$ cat src/rtl/lockpick_pkg.sv
// lockpick_pkg: shared types and constants for the lockpick host driver.
//   host_state_t : host FSM states
//   ST_*         : core status encodings
//   KEY_BYTES    : bytes per key / result stream
package lockpick_pkg;

  typedef enum logic [2:0] {
    S_IDLE     = 3'd0,
    S_START    = 3'd1,
    S_SEND_A   = 3'd2,
    S_SEND_B   = 3'd3,
    S_WAIT_RSP = 3'd4,
    S_RECV     = 3'd5,
    S_DONE     = 3'd6
  } host_state_t;

  localparam logic [1:0] ST_IDLE   = 2'b00;
  localparam logic [1:0] ST_ERROR  = 2'b01;
  localparam logic [1:0] ST_WIN    = 2'b10;
  localparam logic [1:0] ST_LOCKED = 2'b11;

  localparam int KEY_BYTES = 16;

endpackage

$ cat src/rtl/lockpick_host.sv
// lockpick_host: host-side driver for the lockpick core byte-serial interface.
// Accepts two 128-bit keys on a valid/ready request, pulses start, streams
// key_a then key_b LSB byte first, collects 16 result bytes plus status and
// returns them on a one-cycle rsp_valid strobe. A watchdog aborts the
// transaction if the core stays silent for TIMEOUT_CYCLES cycles.
// Ports:
//   clk, rst                         : clock, synchronous active-high reset
//   req_valid/req_ready, key_a/key_b : request port
//   start, input_enable, input_data  : to core (registered)
//   output_valid, output_data, status: from core
//   rsp_valid, rsp_msg, rsp_status, rsp_timeout : response (registered)
//   busy                             : transaction in progress
module lockpick_host
  import lockpick_pkg::*;
#(
  parameter int BYTE_GAP       = 0,
  parameter int TIMEOUT_CYCLES = 64
) (
  input  logic         clk,
  input  logic         rst,
  input  logic         req_valid,
  output logic         req_ready,
  input  logic [127:0] key_a,
  input  logic [127:0] key_b,
  output logic         start,
  output logic         input_enable,
  output logic [7:0]   input_data,
  input  logic         output_valid,
  input  logic [7:0]   output_data,
  input  logic [1:0]   status,
  output logic         rsp_valid,
  output logic [127:0] rsp_msg,
  output logic [1:0]   rsp_status,
  output logic         rsp_timeout,
  output logic         busy
);

  localparam int              WD_W      = $clog2(TIMEOUT_CYCLES + 1);
  localparam logic [3:0]      GAP_LAST  = 4'(BYTE_GAP);
  localparam logic [3:0]      BEAT_LAST = 4'(KEY_BYTES - 1);
  localparam logic [WD_W-1:0] WD_LAST   = WD_W'(TIMEOUT_CYCLES - 1);

  host_state_t     state, state_nxt;
  logic [127:0]    key_sr_a, key_sr_b;
  logic [3:0]      beat_cnt, gap_cnt, byte_idx;
  logic [WD_W-1:0] wd_cnt;
  logic            sending, slot_end, send_done, wd_expire;

  // A beat slot is the data cycle plus BYTE_GAP idle cycles; gap_cnt==0 is
  // the data cycle and gap_cnt==BYTE_GAP closes the slot.
  assign sending   = (state == S_SEND_A) || (state == S_SEND_B);
  assign slot_end  = (gap_cnt == GAP_LAST);
  assign send_done = sending && slot_end && (beat_cnt == BEAT_LAST);
  // Last idle cycle the watchdog tolerates; a byte arriving now still counts.
  assign wd_expire = !output_valid && (wd_cnt == WD_LAST);

  // State register
  always_ff @(posedge clk) begin
    if (rst) state <= S_IDLE;
    else     state <= state_nxt;
  end

  // Next-state logic
  always_comb begin
    state_nxt = state;
    case (state)
      S_IDLE:     if (req_valid) state_nxt = S_START;
      S_START:    state_nxt = S_SEND_A;
      S_SEND_A:   if (send_done) state_nxt = S_SEND_B;
      S_SEND_B:   if (send_done) state_nxt = S_WAIT_RSP;
      S_WAIT_RSP: begin
        if (output_valid)   state_nxt = S_RECV;
        else if (wd_expire) state_nxt = S_DONE;
      end
      S_RECV: begin
        if (output_valid && (byte_idx == BEAT_LAST)) state_nxt = S_DONE;
        else if (wd_expire)                          state_nxt = S_DONE;
      end
      S_DONE:     state_nxt = S_IDLE;
      default:    state_nxt = S_IDLE;
    endcase
  end

  // Combinational outputs
  always_comb begin
    req_ready = (state == S_IDLE);
    busy      = (state != S_IDLE);
  end

  // Datapath and registered outputs
  always_ff @(posedge clk) begin
    if (rst) begin
      start        <= 1'b0;
      input_enable <= 1'b0;
      input_data   <= '0;
      rsp_valid    <= 1'b0;
      rsp_msg      <= '0;
      rsp_status   <= ST_IDLE;
      rsp_timeout  <= 1'b0;
      key_sr_a     <= '0;
      key_sr_b     <= '0;
      beat_cnt     <= '0;
      gap_cnt      <= '0;
      byte_idx     <= '0;
      wd_cnt       <= '0;
    end else begin
      start        <= (state == S_START);
      rsp_valid    <= (state == S_DONE);
      input_enable <= 1'b0;
      input_data   <= '0;
      case (state)
        S_IDLE: begin
          if (req_valid) begin
            key_sr_a    <= key_a;
            key_sr_b    <= key_b;
            rsp_msg     <= '0;
            rsp_status  <= ST_IDLE;
            rsp_timeout <= 1'b0;
            beat_cnt    <= '0;
            gap_cnt     <= '0;
          end
        end
        S_SEND_A, S_SEND_B: begin
          if (gap_cnt == 4'd0) begin
            input_enable <= 1'b1;
            if (state == S_SEND_A) begin
              input_data <= key_sr_a[7:0];
              key_sr_a   <= {8'h00, key_sr_a[127:8]};
            end else begin
              input_data <= key_sr_b[7:0];
              key_sr_b   <= {8'h00, key_sr_b[127:8]};
            end
          end
          // beat_cnt wraps 15->0 at the end of SEND_A, ready for SEND_B
          if (slot_end) begin
            gap_cnt  <= '0;
            beat_cnt <= beat_cnt + 4'd1;
          end else begin
            gap_cnt  <= gap_cnt + 4'd1;
          end
          // WAIT_RSP starts with a fresh watchdog and byte index
          wd_cnt   <= '0;
          byte_idx <= '0;
        end
        S_WAIT_RSP, S_RECV: begin
          if (output_valid) begin
            wd_cnt                         <= '0;
            rsp_msg[{byte_idx, 3'b000} +: 8] <= output_data;
            byte_idx                       <= byte_idx + 4'd1;
            if (state == S_WAIT_RSP) rsp_status <= status;
          end else begin
            wd_cnt <= wd_cnt + 1'b1;
            if (wd_cnt == WD_LAST) rsp_timeout <= 1'b1;
          end
        end
        default: ;
      endcase
    end
  end

endmodule

$ cat config.mk
export PLATFORM = sky130hd
export DESIGN_NAME = lockpick_host
export DESIGN_NICKNAME = d
export VERILOG_FILES = /design/src/rtl/lockpick_pkg.sv /design/src/rtl/lockpick_host.sv
export SDC_FILE = /design/constraint.sdc
export NUM_CORES = 1
export LEC_CHECK = 0
export CAP_MARGIN = 20
export CORE_UTILIZATION = 45
export DETAILED_ROUTE_END_ITERATION = 6
export GPL_TIMING_DRIVEN = 1
export PLACE_DENSITY = 0.86
export REMOVE_ABC_BUFFERS = 1
export SYNTH_ARGS = -nofsm -noshare
export SYNTH_HDL_FRONTEND = slang
export SYNTH_SLANG_ARGS = --single-unit
$ cat constraint.sdc
create_clock -name clk -period 1.9 [get_ports clk]
set_input_delay 0.19 -clock clk [delete_from_list [all_inputs] [get_ports clk]]
set_output_delay 0.19 -clock clk [all_outputs]
set_load 0.02 [all_outputs]
### Word level (Yosys, flattened, before mapping)

Index checks and enable logic that the tools add are counted.

* flip-flop bits (word level): 420
* input port bits: 270

* $add $sub $neg: 5
* equality and inequality tests: 19
* shift operators: 2
* muxes and demuxes: 38
* bitwise gates (word level): 2
* reductions and logical operators: 25

Operator list (count)
* $mux 128: 8
* $pmux 128 s2: 3
* $bwmux 128: 1
* $shift 8x9->128 const A: 1
* $shiftx 8x9->128: 1
* $pmux 4 s2: 3
* $ne 2x2->1 const B: 10
* $mux 3: 6
* $pmux 3 s6: 1
* $mux 4: 4
* $reduce_and 4->1: 4
* $pmux 7 s2: 1
* $add 4x1->4 const B: 3
* $eq 3x3->1 const B: 3
* $neg 7->9: 1
* $reduce_and 3->1: 3
* $eq 4x4->1 const B: 2
* $mux 8: 1
* $add 7x1->7 const B: 1
* $eq 7x6->1 const B: 1
* $mux 7: 1
* $eq 3x2->1 const B: 2
* $mux 2: 3
* $reduce_bool 2->1: 3
* other kinds (14): 24

### Longest topological paths before layout

Gate-level depths: netlist (run 1).

* depth after elaboration: 6
* mapped depth: 10
* mapped depth without buffers: 7

### Worst setup path before layout (run 1)

No wires, ideal clock.

* path type: reg2reg
* from: register byte_idx[0]
* to: register rsp_msg[16]
* arrival: 1911 ps
* path slack: -134 ps
* stages on the path, launching flop included: 9
* clock period less this slack: 2034 ps
* cells stage by stage: dfxtp_1 -> buf_2 -> inv_1 -> ha_1 -> nor3b_1 -> nor2_1 -> o21ai_0 -> a311oi_2 -> o2bb2ai_1

* cells in the longest elaborated chain, start to end: 5
* elaborated cells on any way between the ends: 6

Ends and longest elaborated chain
* start, declared: line lockpick_host.sv:45 `logic [3:0] beat_cnt, gap_cnt, byte_idx;`
* start signal, assigned: line lockpick_host.sv:149 `byte_idx <= byte_idx + 4'd1;`
* $neg 7->9 *: line lockpick_host.sv:148 `rsp_msg[{byte_idx, 3'b000} +: 8] <= output_data;`
* $shiftx 8x9->128 / $shift 8x9->128 (equally long branches): line lockpick_host.sv:148
* $bwmux 128 *: line lockpick_host.sv:148
* $mux 128 *: line lockpick_host.sv:146 `if (output_valid) begin`
* $pmux 128 s2 *: line lockpick_host.sv:111 `case (state)`
* end signal, assigned by index: line lockpick_host.sv:148
* end, declared: line lockpick_host.sv:32 `output logic [127:0] rsp_msg,`

Every way passes the cells marked *; elsewhere a longest branch is shown, timed or not. The select of a mux whose other input is x is not followed.
A chain may end at the register's enable or synchronous reset.

### Worst setup path in the final report (run 1)

* from: register gap_cnt[0]
* to: register key_sr_a[1]

* cells in the longest elaborated chain, start to end: 3

Ends and longest elaborated chain
* start, declared: line lockpick_host.sv:45
* start signal, assigned: line lockpick_host.sv:139 `gap_cnt <= gap_cnt + 4'd1;`
* $logic_not 4->1: line lockpick_host.sv:124 `if (gap_cnt == 4'd0) begin`
* $ne 2x2->1 (no source line)
* $reduce_and 4->1 (no source line)
* end signal, assigned: line lockpick_host.sv:114 `key_sr_a <= key_a;`
* end signal, assigned: line lockpick_host.sv:128 `key_sr_a <= {8'h00, key_sr_a[127:8]};`
* end, declared: line lockpick_host.sv:44 `logic [127:0] key_sr_a, key_sr_b;`

No other way between the ends.

==> metrics.md, run 1 <==
| Metric | Value |
|---|---|
| Status | complete, but fails checks |
| Failing checks | setup timing |
| Slew headroom | 47.6% |
| Vias in the first global route | 17800 |
| Largest area contributor in the netlist | dfxtp_1 |
| Synth unique cells | 60 |
| Crit share post-route | 130% |
| Gate power share | 24.2% |
| Sw frac | 29.4% |
| R2R depth | 9 |
| Post-synth top area share | 47.8% |
| Clk buf depth | 3 |
| Minimum clock period | 2.46 ns |
| Most frequent cells after synthesis | nand2_1, dfxtp_1, nor2_1 |
| Dpl hpwl | 38.6 mm |
| Via count | 18300 |
| Synth Cell Area | 0.0176 sq mm |
| Fraction of registers with async set/reset | 0% |
| Cell Area, Placed | 0.0230 sq mm |
| CP endpoint kind | flop |
| Die area | 0.0399 sq mm |
| Die Height | 200 microns |
| Worst hold path class | in2reg |
| Share of layout cells above drive strength 1 | 20.4% |
| Hold depth | 3 |
| Clock skew | 0.0476 ns |
| Synth top area cells | dfxtp_1, nand2_1, a311oi_1 |
| Startpoint Class | flop |
| Design Area, Final | 0.0263 sq mm |
| Crit Path Category | reg2reg |
| IO buf count | 413 |
| Max H-tree Level | 2 |
| Global-route wire length before repair | 93.1 mm |
| GRT Total Usage | 29.5% |
| Num CTS Buffers | 44 |
| Int Pwr | 0.0177 W |
| Drt pass-1 iters | 6 |
| Slew Limit Fails | 0 |
| Initial core utilization | 45.6% |
| CTS tree | built |
| Fmax | 406 MHz |
| CTS root buf | clkbuf_16 |
| Gpl congestion | 0.901 |
| Number of synthesized register bits | 420 |
| RSZ-0062 raised after global routing | yes |
| Number of enable flip-flop cells after synthesis | 0 |
| Arr. time, crit path | 2.88 ns |
| Placed Cells | 2913 |
| Area grow syn2layout | 49.6% |
| I/O pin count | 414 |
| Pin count of the biggest net entering global routing | 125 |
| Slew @ Worst Pin | 0.781 ns |
| Gr ovfl total | 0 |
| Cell Count, Final, Fillers Out | 3056 |
| Sequential share of power | 40.6% |
| Cells after Synth | 2002 |
| DRT antenna net count | 0 |
| PwrDens | 952 mW/mm^2 |
| Sw Pwr | 0.00736 W |
| # rows | 72 |
| CTS Sinks | 420 |
| Worst EP required | 2.31 ns |
| Syn avg cell area | 8.78 sq um |
| Number of max-cap violations | 0 |
| Via density per instance | 5.98 |
| Core Box Area | 0.0386 sq mm |
| # setup viols final | 109 |
| Yosys warns | 0 |
| Register area share after synthesis | 47.8% |
| Setup_tns | -5.54 ns |
| Top-count cell post-synth | nand2_1 |
| Setup ws final | -0.564 ns |
| DRC | 0 |
| Final nets | 2779 |
| Endpoints failing hold | 0 |
| Clk pwr share | 35.2% |
| P_leak | 9.91 nW |
| CTS clock-pin slew for the worst setup and hold paths | 0.07 ns |
| Peak supply drop | 0.782 mV |
| Initial antenna violation count | 10 |
| Crit-path max FO | 28 |
| Latest clock arrival within the worst-skew pair | 0.59 ns |
| Die Wd | 200 microns |
| Final WL | 66.8 mm |
| Mean routed wirelength per cell | 21.9 microns |
| Top_reg_cell synth | dfxtp_1 |
| Initial DRC count | 1754 |
-- state kept, by name, indices dropped and copies added, names as in the netlist, 3 cells and up --
| signal | cells |
|---|---|
| beat_cnt | 4 |
| byte_idx | 4 |
| gap_cnt | 4 |
| input_data | 8 |
| key_sr_a | 128 |
| key_sr_b | 128 |
| rsp_msg | 128 |
| state | 3 |
| wd_cnt | 7 |
-- through the flow --
step	power, W	hold slack, ns	setup WS [ns]	util (%)
6_report	0.0250	0.193	-0.564	68.2
5_1_grt	0.0259	0.188	-0.620	68.2
4_1_cts	0.0241	0.165	-0.0753	66.0
3_5_place_dp	0.0147	0.446	-0.392	59.8
3_3_place_gp	0.0145	0.442	-0.234	59.8
2_1_floorplan	0.0130	0.258	-9.54	-
-- power groups by stage --
stage,logic [W],registers (W),clock network (W)
6_report,0.00605,0.0102,0.00881
4_1_cts,0.00523,0.0101,0.00879
2_1_floorplan,0.00283,0.0102,0
5_1_grt,0.00639,0.0102,0.00923
3_5_place_dp,0.00450,0.0102,0
3_3_place_gp,0.00433,0.0102,0
-- what timing repair did --
item | 4_1_cts | 5_1_grt
hold endpoints to repair | 4 | 0
pin swaps | 49 | 68
hold buffers | 1 | 0
buffers inserted | 21 | 21
setup endpoints to repair | 253 | 361
gates resized for setup | 91 | 137
cloned | 13 | 7
-- layout by cell type, fill, tap and decap left out, types with 12 or more instances in the layout --
cell type and count:
clkdlybuf4s50_1 409, a311oi_2 124, nor2_2 31, o2bb2ai_1 58, a22oi_1 18, nor2_1 263
buf_16 12, clkbuf_16 50, dfxtp_1 411, buf_6 23, nand2_1 517, nor2b_1 13
a22o_1 58, a21oi_1 23, buf_12 31, nor3_1 16, buf_4 133, nor2_4 12
a311oi_1 115
-- path summary, 6_finish.rpt --
| kind | start | to | slack [ns] |
|---|---|---|---|
| hold / removal | key_b[75] | key_sr_b[75]$_SDFFE_PP0P_ | 0.19 |
| hold reg to reg | key_sr_a[110]$_SDFFE_PP0P_ | key_sr_a[102]$_SDFFE_PP0P_ | 0.46 |
| setup / recovery | gap_cnt[0]$_SDFFE_PP0P_ | key_sr_a[1]$_SDFFE_PP0P_ | -0.56 |
| setup reg to reg | gap_cnt[0]$_SDFFE_PP0P_ | key_sr_a[1]$_SDFFE_PP0P_ | -0.56 |
-- cell type report --
cell class / count / area [sq um]
inverter: 11 / 41.3
antenna: 4 / 10.0
clock inverter: 19 / 241
fill: 2576 / 12300
sequential: 420 / 8420
multi-input combinational: 1397 / 9040
timing repair buffer: 628 / 6700
clock buffer: 59 / 1210
tap: 518 / 648
-- worst max-delay path, cell delays in order (launching register included) --
cell      delay, ns
dfxtp_2        0.33
inv_2          0.06
ha_4           0.13
or3b_4         0.39
nor2_4         0.11
o21a_4         0.18
buf_12         0.18
buf_16         0.18
nor2_1         0.08
a311oi_1       0.66
-- kinds of logic after synthesis --
logic type               after synthesis  synth area share, %
flip-flops                           420                 47.8
multiplexers                           4                0.228
AO/OA/AOI/OAI                        460                 25.0
buffers and inverters                185                 5.06
adder cells (fa/ha/maj)                7                0.498
AND/OR/NAND/NOR                      921                 21.2
XOR/XNOR                               5                0.249
-- layer usage --
layer / wire length [microns] / part of all wire, % / vias to the layer above / GRT usage, %
met5: 82 / 0.12 / - / 0.894
met4: 3900 / 5.8 / 8 / 15.9
met3: 7810 / 12 / 314 / 9.77
met2: 31700 / 47 / 1145 / 49.9
met1: 23400 / 35 / 8647 / 32.6
li1: - / - / 8159 / -
Note: power is estimated with default switching activity, not from simulation.
==> inputs of run 2 (changes only) <==
CTS_CLUSTER_SIZE = 30   (was not set)
==> results of run 2 <==
The final DEF is identical to that of run 1; final timing and power are the same.
==> inputs of run 3 (changes only) <==
CAP_MARGIN = not set   (was 20)
GPL_ROUTABILITY_DRIVEN = 0   (was not set)
==> run 3 against run 2 <==
  * The run ends with DRC, setup timing left
  * Sequential power is essentially flat
  * Clock power grew 6.5%
  * Count of clock-buffer cells in the layout grew 2
  * Utilization shrank 0.77 points
  * Via count shrank 2.2%
  * Critical path type unchanged
  * Critical endpoint is now input_data[4]$_SDFF_PP0_
==> metrics.md, run 3 (synthesis results as in run 1) <==
| Metric | Value |
|---|---|
| Max H-tree Level | 2 |
| Hold depth | 3 |
| Clk buf depth | 3 |
| Startpoint Class | flop |
| Final nets | 2751 |
| DRT antenna net count | 0 |
| Endpoints failing hold | 0 |
| # rows | 72 |
| Cell Area, Placed | 0.0229 sq mm |
| Hold_sp | key_a[62] |
| Crit Path Category | reg2reg |
| R2r setup slk | -0.20 ns |
| Design Area, Final | 0.0260 sq mm |
| Clock skew | 0.0392 ns |
| Crit share post-route | 110% |
| Initial antenna violation count | 6 |
| Sw Pwr | 0.00724 W |
| IO buf count | 413 |
| Slew headroom | 47.3% |
| Global-route wire length before repair | 87.4 mm |
| CP max-delay cell | a21oi_1 |
| Reg2reg start | gap_cnt[0]$_SDFFE_PP0P_ |
| Power consumption | 0.0252 W |
| RSZ-0062 raised after global routing | yes |
| Initial DRC count | 1451 |
| Filler cells | 2673 |
| CTS clock-pin slew for the worst setup and hold paths | 0.06 ns |
| Core Box Area | 0.0386 sq mm |
| Slew @ Worst Pin | 0.790 ns |
| Final WL | 63.9 mm |
| Fmax | 477 MHz |
| Worst hold path class | in2reg |
| Arr. time, crit path | 2.52 ns |
| Vias in the first global route | 16800 |
| Via density per instance | 5.90 |
| Die area | 0.0399 sq mm |
| Status | complete, but fails checks |
| Dpl hpwl | 37.8 mm |
| Mean routed wirelength per cell | 21.1 microns |
| Worst Hold Path EP | key_sr_a[62]$_SDFFE_PP0P_ |
| Sequential share of power | 40.3% |
| R2R depth | 5 |
| Commonest non-fill, non-tap cell in the layout | nand2_1 |
| Minimum clock period | 2.10 ns |
| Slew Limit Fails | 0 |
| Area grow syn2layout | 47.9% |
| Share of layout cells above drive strength 1 | 18.5% |
| Layout Utilization | 67.4% |
| Peak supply drop | 0.746 mV |
| CTS Sinks | 420 |
| Regs by FF count | key_sr_a: 128 flops, key_sr_b: 128 flops, rsp_msg: 128 flops |
| Failing checks | DRC, setup timing |
| Number of max-cap violations | 0 |
| Crit-path max FO | 4 |
| Via count | 17900 |
| Die Wd | 200 microns |
| I/O pin count | 414 |
| GRT Total Usage | 27.7% |
| CTS tree | built |
| Gr ovfl total | 0 |
| Clk pwr share | 37.2% |
| Die Height | 200 microns |
| CP peak stage delay | 0.56 ns |
| # setup viols final | 128 |
| Int Pwr | 0.0180 W |
| CTS root buf | clkbuf_16 |
| Drt pass-1 iters | 7 |
| DRC | 2 |
| Sw frac | 28.7% |
| Setup_tns | -7.15 ns |
| Worst EP required | 2.32 ns |
| Setup ws final | -0.198 ns |
| P_leak | 9.80 nW |
| R2R Path End | input_data[4]$_SDFF_PP0_ |
| Highest-count cells in the layout ignoring fill and taps | nand2_1, dfxtp_1, clkdlybuf4s50_1 |
| Initial core utilization | 45.6% |
| Pin count of the biggest net entering global routing | 129 |
| Critical path, cell by cell | inv_2 -> ha_4 -> or3b_4 -> or3_1 -> a21oi_1 |
| Num CTS Buffers | 44 |
| Latest clock arrival within the worst-skew pair | 0.59 ns |
| Gate power share | 22.5% |
| PwrDens | 969 mW/mm^2 |
| CP endpoint kind | flop |
-- run 3: worst max-delay path by stage --
stage                                  from                         end  slack (ns)  cells past startpoint
floorplan             state[2]$_SDFFE_PP0P_  key_sr_a[100]$_SDFFE_PP0P_       -9.54                      3
global placement                  req_valid     rsp_msg[4]$_SDFFE_PP0P_       -0.23                      6
detailed placement                req_valid     rsp_msg[2]$_SDFFE_PP0P_       -0.30                      6
CTS                 gap_cnt[0]$_SDFFE_PP0P_   key_sr_a[75]$_SDFFE_PP0P_        -0.1                      9
global route        gap_cnt[0]$_SDFFE_PP0P_   key_sr_a[20]$_SDFFE_PP0P_       -0.31                      9
finish              gap_cnt[0]$_SDFFE_PP0P_    input_data[4]$_SDFF_PP0_       -0.20                      5
-- run 3: layout make-up --
class                   instances  area (sq um)  share of cell area, %
well taps                     518           648                   2.49
multi-input cells            1397          8850                   34.0
inverters                      11          41.3                  0.159
repair buffers                600          6460                   24.8
flip-flops and latches        420          8420                   32.4
diodes                          4          10.0                 0.0385
clock buffers                  61          1250                   4.83
clock inverters                20           318                   1.22
-- run 3: power groups by stage --
stage | Sequential [W] | Combinational, W | Clock (W)
floorplan | 0.0102 | 0.00283 | 0
global placement | 0.0102 | 0.00428 | 0
detailed placement | 0.0102 | 0.00443 | 0
CTS | 0.0101 | 0.00477 | 0.00938
global route | 0.0102 | 0.00603 | 0.00983
finish | 0.0101 | 0.00567 | 0.00938
-- run 3: metal layers --
layer  GRT usage [%]  routed length [microns]
met5               0                       27
met4            13.7                     3090
met3            7.68                     6630
met2            48.1                    31000
met1            31.1                    23200
-- run 3: repair_timing --
item / 4_1_cts / 5_1_grt
setup endpoints to repair: 267 / 340
gates cloned: 5 / 14
resized for setup: 60 / 131
hold buffers: 1 / 0
pin swaps: 16 / 80
endpoints found under the hold margin: 8 / 0
buffers inserted: 11 / 27
-- run 3: worst max-delay path: cells and delay by family, from the launching register on --
kind	cells	cell delay, ns
buf+inv	1	0.06
flops	1	0.32
fa+ha+maj	1	0.13
simple gates	2	0.88
compound gates	1	0.56
-- run 3: metrics by stage --
stage | instances | hold WS [ns] | worst slack, ns
2_1_floorplan | 1828 | 0.258 | -9.54
3_3_place_gp | 2888 | 0.443 | -0.233
3_5_place_dp | 2888 | 0.445 | -0.302
4_1_cts | 2986 | 0.182 | -0.0974
5_1_grt | 3028 | 0.206 | -0.314
6_report | 3031 | 0.204 | -0.198
